<file path="src/rtl/ifetch_unit.sv">
// Instruction fetch: issues imem reads at the current PC and buffers the returned
// words, tagged with their PC, in an in-order prefetch queue toward decode.
module ifetch_unit #(
    parameter int DEPTH = 2
) (
    input  logic        clk_i,
    input  logic        rst_n_i,
    input  logic [31:0] pc_i,
    input  logic        branch_taken_i,
    output logic        incr_pc_o,
    output logic        imem_req_o,
    output logic [31:0] imem_addr_o,
    input  logic        imem_gnt_i,
    input  logic        imem_rvalid_i,
    input  logic [31:0] imem_rdata_i,
    output logic        instr_valid_o,
    output logic [31:0] instr_o,
    output logic [31:0] instr_pc_o,
    input  logic        instr_ready_i,
    output logic        busy_o
);

    localparam int PW = $clog2(DEPTH);
    localparam int CW = PW + 1;

    logic          started;
    logic [CW-1:0] count;
    logic [CW-1:0] outst;
    logic [CW-1:0] discard;
    logic [PW-1:0] q_wr;
    logic [PW-1:0] q_rd;
    logic [PW-1:0] t_wr;
    logic [PW-1:0] t_rd;

    logic [31:0] q_data [DEPTH];
    logic [31:0] q_pc   [DEPTH];
    logic [31:0] tag    [DEPTH];

    logic room;
    logic accept;
    logic dropping;
    logic deliver;
    logic pop;

    // Queued plus in-flight words never exceed DEPTH, so a response always has a slot.
    assign room = ({1'b0, count} + {1'b0, outst}) < (CW + 1)'(DEPTH);

    assign imem_req_o  = started & ~branch_taken_i & room;
    assign imem_addr_o = pc_i;
    assign accept      = imem_req_o & imem_gnt_i;
    assign incr_pc_o   = accept;

    assign dropping = discard != '0;
    assign deliver  = imem_rvalid_i & ~branch_taken_i & ~dropping;

    assign instr_valid_o = count != '0;
    assign pop           = instr_valid_o & instr_ready_i & ~branch_taken_i;
    assign instr_o       = instr_valid_o ? q_data[q_rd] : '0;
    assign instr_pc_o    = instr_valid_o ? q_pc[q_rd] : '0;

    assign busy_o = (outst != '0) | dropping;

    always_ff @(posedge clk_i or negedge rst_n_i) begin
        if (!rst_n_i) begin
            started <= 1'b0;
            count   <= '0;
            outst   <= '0;
            discard <= '0;
            q_wr    <= '0;
            q_rd    <= '0;
            t_wr    <= '0;
            t_rd    <= '0;
        end else begin
            started <= 1'b1;
            // Tracks physical requests regardless of flushes.
            outst   <= outst + CW'(accept) - CW'(imem_rvalid_i);
            if (branch_taken_i) begin
                count   <= '0;
                q_wr    <= '0;
                q_rd    <= '0;
                t_wr    <= '0;
                t_rd    <= '0;
                discard <= outst - CW'(imem_rvalid_i);
            end else begin
                count <= count + CW'(deliver) - CW'(pop);
                if (accept) begin
                    t_wr <= t_wr + 1'b1;
                end
                if (deliver) begin
                    t_rd <= t_rd + 1'b1;
                    q_wr <= q_wr + 1'b1;
                end
                if (pop) begin
                    q_rd <= q_rd + 1'b1;
                end
                if (dropping && imem_rvalid_i) begin
                    discard <= discard - CW'(1);
                end
            end
        end
    end

    always_ff @(posedge clk_i) begin
        if (accept) begin
            tag[t_wr] <= pc_i;
        end
        if (deliver) begin
            q_data[q_wr] <= imem_rdata_i;
            q_pc[q_wr]   <= tag[t_rd];
        end
    end

endmodule
</file>
<file path="config.mk">
export PLATFORM = sky130hd
export DESIGN_NAME = ifetch_unit
export DESIGN_NICKNAME = d
export VERILOG_FILES = /design/src/rtl/ifetch_unit.sv
export SDC_FILE = /design/constraint.sdc
export NUM_CORES = 1
export LEC_CHECK = 0
export CAP_MARGIN = 10
export CORE_MARGIN = 2
export CORE_UTILIZATION = 51
export CTS_CLUSTER_SIZE = 8
export DETAILED_ROUTE_END_ITERATION = 6
export GPL_ROUTABILITY_DRIVEN = 0
export PLACE_DENSITY = 0.8
export SETUP_SLACK_MARGIN = 0.2
export SKIP_LAST_GASP = 1
export SLEW_MARGIN = 20
export SYNTH_ARGS = -nofsm -noshare
export SYNTH_HDL_FRONTEND = slang
export SYNTH_SLANG_ARGS = --single-unit
</file>
<file path="constraint.sdc">
create_clock -name clk_i -period 4.8 [get_ports clk_i]
set_input_delay 1.2 -clock clk_i [delete_from_list [all_inputs] [get_ports clk_i]]
set_output_delay 1.2 -clock clk_i [all_outputs]
set_load 0.03 [all_outputs]
</file>
==> results.tsv, run 1 <==
metric	value	unit
status	finished clean	
worst slew pin tran	0.856	ns
synth unique cells	27	
vias in the first global route	4507	
complex-gate fraction of the synthesized area	0.126	%
CP Data Required Time	3.60	ns
Critical Path Source Type	input pin	
RR Endpoint	tag[0][2]$_DFFE_PP_	
largest net degree at the start of global routing	42	
Worst Hold End	q_pc[1][31]$_DFFE_PP_	
Int Power	3760	µW
achievable frequency	0.241	GHz
drt pass-1 iters	4	
Seq pwr share	42.4	%
crit path DAT	2.94	ns
Initial Util	52.3	%
core area	15300	µm²
Starting DRT DRC Count	220	
first-pass GRT wire length	22800	µm
depth of the CTS H-tree	1	
Buffers on Ports	169	
Inserted Clock Buffers	29	
NetSw	1470	µW
EDFF count, synth	192	
Power Density	498	nW/µm²
main combinational cell family by area after synthesis	multiplexers	
Top FF cell, synth	edfxtp_1	
Hold WC Path Type	reg2reg	
fin. max-slew vios	0	
Synth Area in Simple Gates	4.57	%
Resize count post-CTS	0	
Critical Path End Type	output port	
fin crit share	86.3	%
Setup Fix Bufs, Post-CTS	0	
crit path kind	in2out	
worst skew pair latency	0.51	ns
site row count	45	
Slew headroom	42.8	%
mapped cell area	7980	µm²
average vias per placed instance	5.02	
synth top area cells	edfxtp_1 (72%), mux2i_1 (8.3%), mux2_2 (4.5%), buf_4 (3.6%), nor2_1 (3.5%)	
syn nets	538	
Net Sw Frac	28.0	%
CP max FO	4	
Final nets	696	
final core utilization	68.8	%
Reg clk slew, reported paths	0.05	ns
top-area cell type share of the netlist area	72.3	%
number of fill cells in the layout	992	
Final Setup Violations	0	
synthesis warning total	0	
clock sinks	203	
Max-Cap Viols	0	
min cycle time layout	4.14	ns
total grt overflow	0	
clk root buf	clkbuf_16	
Max Root-Sink Buffers	3	
Post-synth ARST share	5.42	%
die area	16700	µm²
xor/xnor share of the synthesized area	0.988	%
average cell area after synthesis	17.2	µm²
multiplexer area fraction after synthesis	12.9	%
Area after DPL	9720	µm²
via count	4223	
Final ANT Viol Nets	0	
hold path depth	1	
Die Y	129	µm
fin area	10500	µm²
Reg2Reg Depth	6	
Area Growth Syn to Fin	31.6	%
reg-to-reg startpoint	count[0]$_DFF_PN0_	
DR WL/cell	17.4	µm
initial antenna violation count	0	
cells after synthesis	463	
sequential-to-total area share from yosys stat	75.7	%
# DRC	0	
R2R Setup Slk	2.28	ns
GRT Resource Usage Total	17.6	%
Max VDD drop	0.000384	V
Synth Register Bits	203	
area of the multi-input gates	1590	µm²
WL final	14700	µm
CTS tree	done	
largest area contributor in the netlist	edfxtp_1	
adder-cell share of the synthesized area	0.879	%
RSZ-0062 raised after global routing	false	
Logic pwr share	24.6	%
area occupied by registers	6040	µm²
cts hold-fix bufs	0	
Ant. Diodes	0	
Final Hold Viols	0	
Top Ports	170	
Final Skew	0.0106	ns
layout cells sized above 1	12.5	%
Hold Crit Start	tag[0][31]$_DFFE_PP_	
Die Wd	129	µm
Clk pwr share	33.0	%
setup TNS	0	ns
hpwl dp	9230	µm
Lkg Pwr	0.00349	µW
-- logic make-up (layout without fill, tap and decap cells) --
group	count (synthesis)	count (layout)
flops	203	203
fa+ha+maj	5	5
compound gates	2	2
buf+inv	58	226
xor+xnor	9	9
simple gates	86	86
other cells	1	1
mux	99	99
-- cell usage after synthesis, types with 2 or more instances --
master      n
edfxtp_1  192
nor2_1     74
mux2i_1    66
buf_4      38
mux2_2     32
buf_2      12
dfrtp_1    11
inv_1       6
xor2_1      5
ha_1        4
xnor2_1     4
nand2_1     3
nor2b_1     2
-- layout make-up --
| class | instances | area share [%] |
|---|---|---|
| Inverter | 7 | 0.250 |
| Sequential cell | 203 | 57.6 |
| Tap cell | 211 | 2.52 |
| Clock inverter | 1 | 0.0596 |
| Timing Repair Buffer | 178 | 17.1 |
| Multi-Input combinational cell | 202 | 15.1 |
| Clock buffer | 40 | 7.31 |
-- sequential cells by signal, summed over array words and instances, names as in the netlist --
name	flops
q_rd	1
q_pc	64
discard	2
tag	64
q_data	64
q_wr	1
started	1
outst	2
count	2
t_wr	1
t_rd	1
-- power groups by stage --
stage	Clock, µW	Combinational (µW)	Sequential, µW
after floorplan	0	862	2200
after global placement	0	1270	2240
after detailed placement	0	1300	2250
after CTS	1770	1300	2220
after global routing	1860	1380	2230
final	1720	1290	2220
-- worst max-delay path by stage --
stage,start,to,slack [ns],depth (start not counted)
after CTS,branch_taken_i,incr_pc_o,0.65,5
after floorplan,branch_taken_i,q_data[0][0]$_DFFE_PP_,0.01,3
after global placement,branch_taken_i,incr_pc_o,0.70,5
after detailed placement,branch_taken_i,incr_pc_o,0.63,5
after global routing,branch_taken_i,incr_pc_o,0.57,5
final,branch_taken_i,incr_pc_o,0.66,5
-- critical path, cell delays in order --
cell and delay [ns]:
clkdlybuf4s50_1 0.46, nor4b_4 0.39, nand2_2 0.17, inv_1 0.08, clkdlybuf4s50_1 0.66
-- through the flow --
step           hold WS [ns]  worst slack, ns  total power, µW  std cells
6_report              0.560            0.656             5230        842
2_1_floorplan         0.461           0.0120             3060        463
3_5_place_dp          0.549            0.634             3550        801
3_3_place_gp          0.534            0.700             3510        801
5_1_grt               0.577            0.574             5460        842
4_1_cts               0.560            0.645             5300        842
-- cell usage in the layout, fill, tap and decap left out, types with 2 or more instances in the layout --
master	count
buf_12	3
buf_4	6
clkbuf_1	11
clkbuf_16	29
clkdlybuf4s50_1	169
dfrtp_1	10
edfxtp_1	192
ha_1	4
inv_1	6
mux2_2	32
mux2i_1	66
nand2_1	3
nor2_1	70
nor2_4	4
nor2b_1	2
xnor2_1	4
xor2_1	5
-- per-layer routing --
metal  wire, µm  vias up  global-route usage [%]  part of all wire (%)
li1           -     1973                       -                     -
met1       5780     2057                    21.1                    39
met2       7520      170                    31.7                    51
met3       1150       23                    4.87                   7.8
met4        230        0                    4.67                   1.6
met5          0        -                       0                     0
Note: power is estimated with default switching activity, not from simulation.
==> run 2: changes to the inputs <==
Settings changed: GPL_ROUTABILITY_DRIVEN 0 to not set, GPL_TIMING_DRIVEN set to 0, HOLD_SLACK_MARGIN set to 0.02.
==> run 2 against run 1 <==
Against the previous run: via count increased by 3.1%; hold slack gained 0.0036 ns; sequential share of layout area decreased by 2.0 points; combinational power up 7%; first-iteration DRC count down 18%; worst setup slack worse by 0.0053 ns; maximum frequency is 0.13% lower; die area is the same; flip-flop and latch count unchanged; critical path depth stayed put.
==> results.tsv, run 2 (synthesized netlist as in run 1, its figures left out) <==
metric	value	unit	change
setup ws final	0.650	ns	-0.00529 ns
min cycle time layout	4.15	ns	+0.00529 ns
Hold WC Path Type	reg2reg		
hpwl dp	10400	µm	+13%
Max-Cap Viols	0		unchanged
CP top delay family	buffers and inverters		
first-pass GRT wire length	23800	µm	+4.3%
clock sinks	203		unchanged
average vias per placed instance	4.89		-2.5%
fin crit share	86.4	%	+0.11 points
largest stage delay on the critical path	0.66	ns	about the same
Max Used Layer	met4		
Placed Cells incl. Taps	849		+6.0%
area occupied by registers	6040	µm²	about the same
worst skew pair latency	0.50	ns	about the same
Power Total	5280	µW	+1.1%
Lkg Pwr	0.00372	µW	+6.5%
layout cells sized above 1	18.4	%	+5.9 points
drt pass-1 iters	4		unchanged
Final Skew	0.0117	ns	+0.00107 ns
Starting DRT DRC Count	181		-18%
RSZ-0062 raised after global routing	false		
GRT Resource Usage Total	18.4	%	+0.74 points
clk root buf	clkbuf_16		
status	finished clean		
area of the multi-input gates	1580	µm²	-0.39%
Final Hold Viols	0		unchanged
Power Density	486	nW/µm²	-2.4%
GP Congestion	0.747		
Critical path buffers and inverters	3		unchanged
vias in the first global route	4765		+5.7%
DR WL/cell	17.1	µm	-2.2%
Ant. Diodes	0		unchanged
Critical Path End Type	output port		
fin. max-slew vios	0		unchanged
Setup Fix Bufs, Post-CTS	0		unchanged
Area Growth Syn to Fin	36.3	%	
Finished Layout Cells	890		+5.7%
Regs by FF count	q_data x64, q_pc x64, tag x64		
worst slew pin tran	0.796	ns	-0.0601 ns
CP max FO	4		unchanged
Top Ports	170		unchanged
CP max stage cell	clkdlybuf4s50_1		
depth of the CTS H-tree	1		unchanged
M1 wire length	6030	µm	+4.4%
Inserted Clock Buffers	29		unchanged
CP cell instances	clkdlybuf4s50_1, nor4b_4, nand2_2, inv_1, clkdlybuf4s50_1		
CTS tree	done		
CP Data Required Time	3.60	ns	about the same
largest net degree at the start of global routing	32		-24%
met2 wire len	7780	µm	+3.5%
commonest non-fill, non-tap cell in the layout	edfxtp_1		
# DRC	0		unchanged
crit path kind	in2out		
initial antenna violation count	0		unchanged
CP dominant cell by count	clkdlybuf4s50_1		
Final nets	744		+6.9%
pre-CTS WS	0.650	ns	+0.0160 ns
die area	16700	µm²	unchanged
Max VDD drop	0.000345	V	-10%
number of fill cells in the layout	943		-4.9%
WL met3	1180	µm	+3.0%
Slew headroom	46.8	%	+4.0 points
total grt overflow	0		unchanged
via count	4352		+3.1%
crit path DAT	2.95	ns	about the same
WL final	15200	µm	+3.4%
cts hold-fix bufs	0		unchanged
Die Wd	129	µm	unchanged
Die Y	129	µm	unchanged
core area	15300	µm²	unchanged
Final ANT Viol Nets	0		unchanged
Buffers on Ports	169		unchanged
achievable frequency	0.241	GHz	-0.13%
Resize count post-CTS	0		unchanged
most frequent cells in the layout	edfxtp_1 (192), clkdlybuf4s50_1 (169), nor2_1 (71)		
Final Setup Violations	0		unchanged
site row count	45		unchanged
Initial Util	52.3	%	unchanged
Reg clk slew, reported paths	0.05	ns	about the same
Max Root-Sink Buffers	3		unchanged
Critical Path Source Type	input pin		
-- run 2: layout make-up --
cell class                      count  area share [%]
Tap cell                          211            2.43
Multi-Input combinational cell    202            14.6
Inverter                            7           0.242
Buffer                             51            3.21
Timing Repair Buffer              175            16.9
Clock inverter                      1          0.0691
Sequential cell                   203            55.6
Clock buffer                       40            7.05
-- run 2: power breakdown --
part	switching (µW)	total, µW	internal, µW
Clock	648	1730	1080
Sequential	45.7	2170	2120
Combinational	789	1380	596
Total	1480	5280	3800
-- run 2: routing by layer --
| layer | up-vias | track usage (%) |
|---|---|---|
| li1 | 2074 | - |
| met1 | 2096 | 22.0 |
| met2 | 163 | 32.6 |
| met3 | 19 | 5.45 |
| met4 | 0 | 5.18 |
| met5 | - | 0 |
-- run 2: metrics by stage --
step	hold WS, ns	utilization, %	cell area, µm²	TNS [ns]
final	0.563	71.3	10900	0
after global routing	0.579	71.3	10900	0
after CTS	0.561	71.3	10900	0
after detailed placement	0.549	66.2	10100	0
after global placement	0.476	65.1	9930	-257.09
after floorplan	0.461	-	7980	0
-- run 2: path summary, 6_finish.rpt --
| check | startpoint | to | slack [ns] | depth (start not counted) |
|---|---|---|---|---|
| worst max-delay path | branch_taken_i | incr_pc_o | 0.65 | 5 |
| max in group asynchronous | rst_n_i | outst[1]$_DFF_PN0_ | 3.42 | 1 |
| min in group asynchronous | rst_n_i | t_wr$_DFFE_PN0P_ | 1.04 | 1 |
| worst min register to register | t_wr$_DFFE_PN0P_ | t_wr$_DFFE_PN0P_ | 0.56 | 1 |
| worst max register to register | count[0]$_DFF_PN0_ | tag[0][20]$_DFFE_PP_ | 2.20 | 6 |
| worst min-delay path | t_wr$_DFFE_PN0P_ | t_wr$_DFFE_PN0P_ | 0.56 | 1 |
